<file path="config.mk">
export PLATFORM = sky130hd
export DESIGN_NAME = bounce_mover_flat
export DESIGN_NICKNAME = d
export VERILOG_FILES = /design/src/rtl/bounce_mover_if.sv /design/src/rtl/bounce_mover.sv /design/src/flat_wrapper.sv
export SDC_FILE = /design/constraint.sdc
export NUM_CORES = 1
export LEC_CHECK = 0
export ABC_AREA = 1
export CORE_UTILIZATION = 45
export DETAILED_ROUTE_END_ITERATION = 8
export GPL_TIMING_DRIVEN = 0
export PLACE_DENSITY = 0.72
export REMOVE_ABC_BUFFERS = 1
export SKIP_LAST_GASP = 1
export SYNTH_ARGS = -nofsm -noshare
export SYNTH_HDL_FRONTEND = slang
export SYNTH_SLANG_ARGS = --single-unit
export TNS_END_PERCENT = 1
</file>
<file path="constraint.sdc">
create_clock -name clk -period 3.9 [get_ports clk]
set_clock_uncertainty 0.05 [all_clocks]
set_input_delay 0.78 -clock clk [delete_from_list [all_inputs] [get_ports clk]]
set_output_delay 0.78 -clock clk [all_outputs]
set_load 0.05 [all_outputs]
</file>
<file path="src/rtl/bounce_mover_if.sv">
// Bus bundle for bounce_mover: move cadence, pause/load controls,
// load values, and the registered position/speed/bounce state.
// master = controller side (drives controls), slave = bounce_mover.
interface bounce_mover_if #(
  parameter int POS_W = 10,
  parameter int SPD_W = 4,
  parameter int CNT_W = 8
);
  logic             tick;
  logic             pause;
  logic             load;
  logic [POS_W-1:0] pos_x_in;
  logic [POS_W-1:0] pos_y_in;
  logic [SPD_W-1:0] spd_x_in;
  logic [SPD_W-1:0] spd_y_in;
  logic             dir_x_in;
  logic             dir_y_in;
  logic [POS_W-1:0] pos_x;
  logic [POS_W-1:0] pos_y;
  logic [SPD_W-1:0] spd_x;
  logic [SPD_W-1:0] spd_y;
  logic             dir_x;
  logic             dir_y;
  logic             bounce_x;
  logic             bounce_y;
  logic [CNT_W-1:0] bounce_cnt;

  modport master (
    output tick, pause, load, pos_x_in, pos_y_in, spd_x_in, spd_y_in, dir_x_in, dir_y_in,
    input  pos_x, pos_y, spd_x, spd_y, dir_x, dir_y, bounce_x, bounce_y, bounce_cnt
  );

  modport slave (
    input  tick, pause, load, pos_x_in, pos_y_in, spd_x_in, spd_y_in, dir_x_in, dir_y_in,
    output pos_x, pos_y, spd_x, spd_y, dir_x, dir_y, bounce_x, bounce_y, bounce_cnt
  );
endinterface

</file>
<file path="src/rtl/bounce_mover.sv">
// bounce_mover: 2-D bouncing-object position generator for the VGA game path.
// One step per rising edge of the slow tick level; each axis reflects off its
// own walls and emits a one-cycle bounce pulse. bounce_cnt saturates.
// Optional feature: define BOUNCE_MOVER_ACCEL_EN to raise both nonzero speeds
// by one (saturating at SPD_MAX) on every ACCEL_EVERY-th bounce step.
// Interface widths (POS_W/SPD_W/CNT_W) must match this module's parameters.
module bounce_mover #(
  parameter int POS_W       = 10,
  parameter int X_MIN       = 234,
  parameter int X_MAX       = 694,
  parameter int Y_MIN       = 111,
  parameter int Y_MAX       = 431,
  parameter int X_INIT      = 464,
  parameter int Y_INIT      = 271,
  parameter int SPD_W       = 4,
  parameter int VX_INIT     = 7,
  parameter int VY_INIT     = 3,
  parameter int SPD_MAX     = 15,
  parameter int CNT_W       = 8,
  parameter int ACCEL_EVERY = 4
) (
  input  logic          clk,
  input  logic          clr,
  bounce_mover_if.slave bus
);

  // Walls plus the fastest speed must fit in POS_W bits.
  if ((X_MAX + SPD_MAX >= 2**POS_W) || (Y_MAX + SPD_MAX >= 2**POS_W) || (ACCEL_EVERY < 1)) begin : g_bad_cfg
    $error("bounce_mover: illegal parameter combination");
  end

  logic [POS_W-1:0] pos_x_q, pos_y_q, pos_x_n, pos_y_n;
  logic [SPD_W-1:0] spd_x_q, spd_y_q, spd_x_n, spd_y_n;
  logic             dir_x_q, dir_y_q, dir_x_n, dir_y_n;
  logic             bnc_x_q, bnc_y_q, bnc_x_n, bnc_y_n;
  logic [CNT_W-1:0] cnt_q, cnt_n;
  logic             tick_d;
  logic             step;

  // A tick edge seen while paused or loading is consumed, not deferred.
  assign step = bus.tick & ~tick_d & ~bus.pause & ~bus.load;

`ifdef BOUNCE_MOVER_ACCEL_EN
  localparam int ACC_W = (ACCEL_EVERY > 1) ? $clog2(ACCEL_EVERY) : 1;
  logic [ACC_W-1:0] acc_q, acc_n;

  function automatic logic [SPD_W-1:0] spd_inc(input logic [SPD_W-1:0] s);
    if ((s == '0) || (s >= SPD_W'(SPD_MAX))) return s;
    return s + 1'b1;
  endfunction
`endif

  // One axis step in POS_W+1 bits so pos+spd never wraps; zero speed is inert.
  function automatic void move_axis(
    input  logic [POS_W-1:0] pos,
    input  logic [SPD_W-1:0] spd,
    input  logic             dir,
    input  logic [POS_W:0]   lo,
    input  logic [POS_W:0]   hi,
    output logic [POS_W-1:0] pos_n,
    output logic             dir_n,
    output logic             bnc
  );
    logic [POS_W:0] p, s, sum;
    p     = {1'b0, pos};
    s     = (POS_W+1)'(spd);
    sum   = p + s;
    pos_n = pos;
    dir_n = dir;
    bnc   = 1'b0;
    if (spd != '0) begin
      if (!dir) begin
        if (sum >= hi) begin
          pos_n = hi[POS_W-1:0];
          dir_n = 1'b1;
          bnc   = 1'b1;
        end else begin
          pos_n = sum[POS_W-1:0];
        end
      end else begin
        if (p <= lo + s) begin
          pos_n = lo[POS_W-1:0];
          dir_n = 1'b0;
          bnc   = 1'b1;
        end else begin
          pos_n = pos - POS_W'(spd);
        end
      end
    end
  endfunction

  // Next-state: load beats step; bounce pulses default low.
  always_comb begin
    pos_x_n = pos_x_q;
    pos_y_n = pos_y_q;
    spd_x_n = spd_x_q;
    spd_y_n = spd_y_q;
    dir_x_n = dir_x_q;
    dir_y_n = dir_y_q;
    bnc_x_n = 1'b0;
    bnc_y_n = 1'b0;
    cnt_n   = cnt_q;
`ifdef BOUNCE_MOVER_ACCEL_EN
    acc_n   = acc_q;
`endif
    if (bus.load) begin
      pos_x_n = bus.pos_x_in;
      pos_y_n = bus.pos_y_in;
      spd_x_n = bus.spd_x_in;
      spd_y_n = bus.spd_y_in;
      dir_x_n = bus.dir_x_in;
      dir_y_n = bus.dir_y_in;
`ifdef BOUNCE_MOVER_ACCEL_EN
      acc_n   = '0;
`endif
    end else if (step) begin
      move_axis(pos_x_q, spd_x_q, dir_x_q, (POS_W+1)'(X_MIN), (POS_W+1)'(X_MAX),
                pos_x_n, dir_x_n, bnc_x_n);
      move_axis(pos_y_q, spd_y_q, dir_y_q, (POS_W+1)'(Y_MIN), (POS_W+1)'(Y_MAX),
                pos_y_n, dir_y_n, bnc_y_n);
      if (bnc_x_n | bnc_y_n) begin
        if (cnt_q != '1) cnt_n = cnt_q + 1'b1;
`ifdef BOUNCE_MOVER_ACCEL_EN
        // Speed bump uses the pre-step speeds; the step above already used them.
        if (acc_q == ACC_W'(ACCEL_EVERY - 1)) begin
          acc_n   = '0;
          spd_x_n = spd_inc(spd_x_q);
          spd_y_n = spd_inc(spd_y_q);
        end else begin
          acc_n = acc_q + 1'b1;
        end
`endif
      end
    end
  end

  // State registers with asynchronous clear.
  always_ff @(posedge clk or posedge clr) begin
    if (clr) begin
      pos_x_q <= POS_W'(X_INIT);
      pos_y_q <= POS_W'(Y_INIT);
      spd_x_q <= SPD_W'(VX_INIT);
      spd_y_q <= SPD_W'(VY_INIT);
      dir_x_q <= 1'b0;
      dir_y_q <= 1'b0;
      bnc_x_q <= 1'b0;
      bnc_y_q <= 1'b0;
      cnt_q   <= '0;
      tick_d  <= 1'b0;
`ifdef BOUNCE_MOVER_ACCEL_EN
      acc_q   <= '0;
`endif
    end else begin
      pos_x_q <= pos_x_n;
      pos_y_q <= pos_y_n;
      spd_x_q <= spd_x_n;
      spd_y_q <= spd_y_n;
      dir_x_q <= dir_x_n;
      dir_y_q <= dir_y_n;
      bnc_x_q <= bnc_x_n;
      bnc_y_q <= bnc_y_n;
      cnt_q   <= cnt_n;
      tick_d  <= bus.tick;
`ifdef BOUNCE_MOVER_ACCEL_EN
      acc_q   <= acc_n;
`endif
    end
  end

  assign bus.pos_x      = pos_x_q;
  assign bus.pos_y      = pos_y_q;
  assign bus.spd_x      = spd_x_q;
  assign bus.spd_y      = spd_y_q;
  assign bus.dir_x      = dir_x_q;
  assign bus.dir_y      = dir_y_q;
  assign bus.bounce_x   = bnc_x_q;
  assign bus.bounce_y   = bnc_y_q;
  assign bus.bounce_cnt = cnt_q;

endmodule
</file>
<file path="src/flat_wrapper.sv">
// flat-port wrapper written by rule: the top's interface ports become plain ports
module bounce_mover_flat 
#(
  parameter int POS_W       = 10,
  parameter int X_MIN       = 234,
  parameter int X_MAX       = 694,
  parameter int Y_MIN       = 111,
  parameter int Y_MAX       = 431,
  parameter int X_INIT      = 464,
  parameter int Y_INIT      = 271,
  parameter int SPD_W       = 4,
  parameter int VX_INIT     = 7,
  parameter int VY_INIT     = 3,
  parameter int SPD_MAX     = 15,
  parameter int CNT_W       = 8,
  parameter int ACCEL_EVERY = 4
)
  (clk, clr, bus_tick, bus_pause, bus_load, bus_pos_x_in, bus_pos_y_in, bus_spd_x_in, bus_spd_y_in, bus_dir_x_in, bus_dir_y_in, bus_pos_x, bus_pos_y, bus_spd_x, bus_spd_y, bus_dir_x, bus_dir_y, bus_bounce_x, bus_bounce_y, bus_bounce_cnt);
  bounce_mover_if #(.POS_W(POS_W), .SPD_W(SPD_W), .CNT_W(CNT_W)) bus_i ();
  input  logic clk;
  input  logic clr;
  input wire logic [$bits(bus_i.tick)-1:0] bus_tick;
  input wire logic [$bits(bus_i.pause)-1:0] bus_pause;
  input wire logic [$bits(bus_i.load)-1:0] bus_load;
  input wire logic [$bits(bus_i.pos_x_in)-1:0] bus_pos_x_in;
  input wire logic [$bits(bus_i.pos_y_in)-1:0] bus_pos_y_in;
  input wire logic [$bits(bus_i.spd_x_in)-1:0] bus_spd_x_in;
  input wire logic [$bits(bus_i.spd_y_in)-1:0] bus_spd_y_in;
  input wire logic [$bits(bus_i.dir_x_in)-1:0] bus_dir_x_in;
  input wire logic [$bits(bus_i.dir_y_in)-1:0] bus_dir_y_in;
  output wire logic [$bits(bus_i.pos_x)-1:0] bus_pos_x;
  output wire logic [$bits(bus_i.pos_y)-1:0] bus_pos_y;
  output wire logic [$bits(bus_i.spd_x)-1:0] bus_spd_x;
  output wire logic [$bits(bus_i.spd_y)-1:0] bus_spd_y;
  output wire logic [$bits(bus_i.dir_x)-1:0] bus_dir_x;
  output wire logic [$bits(bus_i.dir_y)-1:0] bus_dir_y;
  output wire logic [$bits(bus_i.bounce_x)-1:0] bus_bounce_x;
  output wire logic [$bits(bus_i.bounce_y)-1:0] bus_bounce_y;
  output wire logic [$bits(bus_i.bounce_cnt)-1:0] bus_bounce_cnt;
  assign bus_i.tick = bus_tick;
  assign bus_i.pause = bus_pause;
  assign bus_i.load = bus_load;
  assign bus_i.pos_x_in = bus_pos_x_in;
  assign bus_i.pos_y_in = bus_pos_y_in;
  assign bus_i.spd_x_in = bus_spd_x_in;
  assign bus_i.spd_y_in = bus_spd_y_in;
  assign bus_i.dir_x_in = bus_dir_x_in;
  assign bus_i.dir_y_in = bus_dir_y_in;
  assign bus_pos_x = bus_i.pos_x;
  assign bus_pos_y = bus_i.pos_y;
  assign bus_spd_x = bus_i.spd_x;
  assign bus_spd_y = bus_i.spd_y;
  assign bus_dir_x = bus_i.dir_x;
  assign bus_dir_y = bus_i.dir_y;
  assign bus_bounce_x = bus_i.bounce_x;
  assign bus_bounce_y = bus_i.bounce_y;
  assign bus_bounce_cnt = bus_i.bounce_cnt;
  bounce_mover #(.POS_W(POS_W), .X_MIN(X_MIN), .X_MAX(X_MAX), .Y_MIN(Y_MIN), .Y_MAX(Y_MAX), .X_INIT(X_INIT), .Y_INIT(Y_INIT), .SPD_W(SPD_W), .VX_INIT(VX_INIT), .VY_INIT(VY_INIT), .SPD_MAX(SPD_MAX), .CNT_W(CNT_W), .ACCEL_EVERY(ACCEL_EVERY)) u_core (.clk(clk), .clr(clr), .bus(bus_i));
endmodule
</file>
==> results of run 1 <==
[synthesized netlist by cell type (4+ instances only)]
| library cell | count |
|---|---|
| clkbuf_1 | 5 |
| xor2_1 | 16 |
| dfrtp_1 | 27 |
| xnor2_1 | 4 |
| o21ai_0 | 30 |
| a21oi_1 | 27 |
| nand2_1 | 148 |
| nand4_1 | 5 |
| nor3_1 | 6 |
| a22oi_1 | 4 |
| inv_2 | 4 |
| fa_1 | 4 |
| ha_1 | 28 |
| nand3_1 | 42 |
| nor2_1 | 40 |
| dfstp_2 | 14 |
| inv_1 | 63 |
| o211ai_1 | 10 |
| o21bai_1 | 5 |
[registers in the layout, indices dropped and copies added, names as in the netlist]
register,flops
u_core.bus.bounce_cnt,8
u_core.bus.dir_x,1
u_core.bus.bounce_x,1
u_core.bus.pos_y,10
u_core.bus.dir_y,1
u_core.bus.pos_x,10
u_core.bus.spd_x,4
u_core.tick_d,1
u_core.bus.bounce_y,1
u_core.bus.spd_y,4
[metal layers]
layer  global-route usage [%]  vias to the layer above  part of all wire [%]
met3                     3.02                       10                   4.2
met2                     43.4                      104                    50
met5                        0                        -                     0
li1                         -                     1823                     -
met4                     7.01                        0                   1.3
met1                     31.6                     1753                    45
[cell type report]
class | count | area share [%]
Multi-Input combinational cell | 397 | 49.4
Sequential cell | 41 | 23.1
Timing Repair Buffer | 75 | 16.7
Inverter | 69 | 5.74
Tap cell | 102 | 2.83
Clock buffer | 6 | 1.83
Clock inverter | 2 | 0.305
[metrics by stage]
| stage | worst slack [ps] | TNS, ps | area [um2] |
|---|---|---|---|
| floorplan | 1030 | 0 | 3530 |
| global placement | -605 | -8100 | 4400 |
| detailed placement | 656 | 0 | 4420 |
| CTS | 871 | 0 | 4510 |
| global route | 538 | 0 | 4510 |
| finish | 849 | 0 | 4510 |
[tightest hold or removal path, delay by kind of cell (launching register included)]
family        cells  cell delay [ps]
simple gates      2              100
flops             1              400
[path summary, 6_finish.rpt]
path / from / to / slack [ps] / depth (start not counted)
setup / recovery: u_core.bus.spd_y[0] / u_core.bus.bounce_cnt[7] / 850 / 17
hold / removal: u_core.bus.spd_x[0] / u_core.bus.spd_x[0] / 450 / 2
setup reg to reg: u_core.bus.spd_y[0] / u_core.bus.bounce_cnt[7] / 850 / 17
hold reg to reg: u_core.bus.spd_x[0] / u_core.bus.spd_x[0] / 450 / 2
max in group asynchronous: clr / u_core.bus.pos_y[3] / 2620 / 3
min in group asynchronous: clr / u_core.bus.bounce_cnt[3] / 640 / 2
[power by group]
group	switching (mW)	internal, mW
Sequential	0.0920	0.493
Combinational	0.595	0.325
Clock	0.156	0.144
[cells by family (layout without fill, tap and decap cells)]
logic type | after synthesis | after routing | share of synthesized area (%)
AO/OA/AOI/OAI | 88 | 88 | 14.1
XOR/XNOR | 20 | 20 | 4.90
adder cells (fa/ha/maj) | 32 | 32 | 12.0
buffers and inverters | 77 | 152 | 8.43
flip-flops | 41 | 41 | 29.2
AND/OR/NAND/NOR | 257 | 257 | 31.3
==> metrics, run 1 <==
buffers inserted by post-CTS timing repair=0; antenna violations before repair=0; final core utilization=a little under 60%; critical path endpoint category=flop; Main synth FF type=dfrtp_1; Die Wd=~91 um; DRC viols=0; CTS Buf Count=5; Multi-input gate area=about 2200 um2; Die H=just over 90 um; Distinct cells, synth=39; syn avg cell area=around 6.9 um2; total power=roughly 1.8 mW; Leakage=~2.2 nW; synthesized instance count=between 500 and 600; Max Freq=about 330 MHz; Setup CP Type=flop to flop; fill count=736; drt pass-1 iters=5; cell accounting for the most synthesized area=dfrtp_1; Sink Count=slightly above 40; Area growth syn-to-layout=26.2%; most frequent cells in the layout=nand2_1 (148), clkdlybuf4s50_1 (73), inv_1 (62); placed cells=roughly 700; Worst Tran Pin Value=831 ps; #FFs+latches synth=41; Final Hold Fails=0; WP data required=4040 ps; cell family with most CP delay=simple AND/OR/NAND/NOR gates; Nets=656; PD cells=approximately 400 nW/um2; crit path max-delay cell type=dfstp_2; drt total wl=between 9000 and 10,000 um; CP cell instances=ha_1 -> inv_1 -> fa_1 -> nand3b_1 -> nand2_1 -> nand2_1 -> nor2_2 -> xor2_1 -> inv_1 -> nand2_1 -> nand2_1 -> nand2_1 -> nand3_2 -> nand2_4 -> nand2_2 -> nand2_1 -> nand2_1; post-route minimum period=3050 ps; CTS tree=yes; vias=3,690; CP max FO=11; hpwl dp=7280 um; first-pass GRT wire length=around 17,000 um; Critical Path Source Type=flop; Die ar.=between 8000 and 9000 um2; RSZ-0062 raised after global routing=false; worst vdd ir=approximately 0.20 mV; asr flop ratio synth=100%; Worst-path clk slew=~80 ps; total track usage=about a quarter; vias in the first global route=about 3.5k; status=complete, no violations; fin. max-slew vios=0; Starting Density=between 40% and 50%; Ys Warns=0; Seq/Total Area, Yosys=between 20% and 30%; CP dominant cell by count=nand2_1; Routed Antenna Nets=0; total congestion overflow=0; I/O pin cnt=75; worst skew pair latency=about 300 ps; final setup vio count=0; register area=1040 um2; post-CTS sizing=0; Placer Congestion=~0.91; Worst Path Buf+Inv=2; Max Buffers Root-to-Sink=2; Area contributors post-synth=dfrtp_1 (19%), nand2_1 (16%), dfstp_2 (10%), ha_1 (9.8%), inv_1 (6.6%); Core ar.=7690 um2; share of layout cells above drive strength 1=7.12%; slew margin rel.=around 45%; ANT cells=0; Post-synth EDFFs=0; Avg WL per Cell=14.0 um; CP max stage delay=570 ps; Root Buffer Master=clkbuf_8; IO buf count=74; Finished Layout Cells=692; Cell Area, Synth=~3600 um2; htree depth=2; vias per std cell=5.33; largest net degree at the start of global routing=between 40 and 50; Max Cap Viol=0; HP Class=flop to flop; cts hold-fix bufs=0; Rows=32; CP Data Arrival Time=3190 ps; worst hold slack=roughly 450 ps; post-synth top area share=a little under a fifth; initial detailed-routing violation count=between 150 and 200; Final Cycle Share=about four fifths; most common cell after layout, fill and taps aside=nand2_1
(Power assumes the default switching activity.)
==> run 2: changes to the inputs <==
Clock period 3.9 ns to 3.05 ns, I/O delays scaled along.
==> run 2 against run 1 <==
Against the previous run: first-iteration DRC count rose by 8.6%; clock power grew 28%; sequential power is 28% higher; critical path type unchanged; critical endpoint is now u_core.bus.bounce_cnt[4].
==> metrics, run 2 (synthesis gave the netlist of run 1 again) <==
status=complete, no violations; Placer Congestion=around 0.9; I/O pin cnt=between 70 and 80; Worst Tran Pin Value=834 ps; Avg WL per Cell=~14 um; slew margin rel.=approximately 44%; drt pass-1 iters=4; Die H=about 91 um; Worst Path Buf+Inv=3; Final Cycle Share=between 90% and 100%; final core utilization=around three fifths; total track usage=24.6%; NetSw=1.09 mW; placed cells=about 680; Core ar.=between 7000 and 8000 um2; post-route minimum period=~2900 ps; CTS Buf Count=5; crit path max-delay cell type=dfstp_2; Max Cap Viol=0; Area growth syn-to-layout=28.4%; hpwl dp=7280 um; Setup CP Type=flop to flop; most frequent cells in the layout=nand2_1 (143), clkdlybuf4s50_1 (73), inv_1 (62); Max Freq=346 MHz; largest net degree at the start of global routing=between 40 and 50; IO buf count=74; first-pass GRT wire length=16,600 um; initial detailed-routing violation count=176; Die ar.=approximately 8300 um2; Root Buffer Master=clkbuf_8; HP Class=flop to flop; CP dominant cell by count=nand2_1; Multi-input gate area=~2300 um2; CTS tree=yes; Finished Layout Cells=around 700; cell family with most CP delay=simple AND/OR/NAND/NOR gates; Starting Density=46.5%; cts hold-fix bufs=0; CP cell instances=ha_2 -> inv_1 -> fa_2 -> nand3b_1 -> nand2_1 -> nand2_1 -> nor2_4 -> xor2_1 -> inv_1 -> nand2_1 -> nand2_1 -> nand2_2 -> nand3_4 -> nand2_4 -> buf_4 -> nand2_1 -> nand2_1 -> nand2_1; RSZ-0062 raised after global routing=true; fin. max-slew vios=0; total congestion overflow=0; Final WS setup=around 160 ps; final setup vio count=0; register area=1040 um2; Comb pwr share=51.4%; Critical Path Source Type=flop; vias in the first global route=between 3k and 4k; share of layout cells above drive strength 1=under 10%; worst vdd ir=around 0.26 mV; Die Wd=between 90 and 100 um; Max Buffers Root-to-Sink=2; total power=2.33 mW; vias per std cell=about 5.4; Routed Antenna Nets=0; Leakage=~2.3 nW; worst slack, placed=-23.5 ps; critical path endpoint category=flop; CP max FO=7; PD cells=slightly above 500 nW/um2; clock network fraction of design power=around 17%; most common cell after layout, fill and taps aside=nand2_1; drt total wl=about 9800 um; internal power=about 1.2 mW; Rows=32; CP max stage delay=~570 ps; antenna violations before repair=0; switching part of the total=46.7%; Nets=around 660; Sequential Power Share=approximately a third; vias=3,745; WP data required=approximately 3200 ps; ANT cells=0; Sink Count=just over 40; fill count=between 700 and 800; CP Data Arrival Time=between 3000 and 4000 ps; Worst-path clk slew=approximately 100 ps; DRC viols=0; htree depth=2; setup TNS=0 ps; worst skew pair latency=about 300 ps; Final Hold Fails=0
[run 2: cell count changes in the layout (fill, tap and decap cells not counted), sizes merged]
| cell | delta |
|---|---|
| buf | +6 |
[run 2: repair_timing]
item	CTS	global route
endpoints found under the setup margin	0	22
gates resized for setup	0	12
setup buffers	0	6
[run 2: worst min-delay path: stages (launching register included)]
cell	delay, ps
dfstp_2	400
nand2_1	60
nand2_1	40
[run 2: stage by stage]
step,cell area [um2],hold slack (ps)
2_1_floorplan,3530,547
3_3_place_gp,4400,429
3_5_place_dp,4420,442
4_1_cts,4510,454
5_1_grt,4590,466
6_report,4590,450
[run 2: worst paths after layout]
kind / from / endpoint / slack [ps] / cells after the start
setup / recovery: u_core.bus.spd_y[0] / u_core.bus.bounce_cnt[4] / 160 / 18
hold / removal: u_core.bus.spd_x[0] / u_core.bus.spd_x[0] / 450 / 2
setup reg to reg: u_core.bus.spd_y[0] / u_core.bus.bounce_cnt[4] / 160 / 18
hold reg to reg: u_core.bus.spd_x[0] / u_core.bus.spd_x[0] / 450 / 2
max in group asynchronous: clr / u_core.bus.pos_y[3] / 1950 / 3
min in group asynchronous: clr / u_core.bus.bounce_cnt[3] / 470 / 2
[run 2: layer usage]
layer	GRT usage (%)	wire length, um	up-vias
met5	0	0	-
met4	7.01	127	0
met1	31.6	4220	1781
li1	-	-	1835
met2	43.4	4880	119
met3	3.02	522	10
[run 2: final cells by class]
cell class                 count  area share (%)
clock buffer                   6            1.80
multi-input combinational    397            49.3
tap                          102            2.78
inverter                      69            5.64
timing repair buffer          81            17.4
sequential                    41            22.7
clock inverter                 2           0.300
[run 2: power groups by stage]
stage               sequential (mW)  clock (mW)  combinational [mW]
floorplan                     0.970           0               0.591
global placement              0.752           0                1.15
detailed placement            0.755           0                1.17
CTS                           0.746       0.401                1.17
global route                  0.766       0.416                1.32
finish                        0.748       0.384                1.20
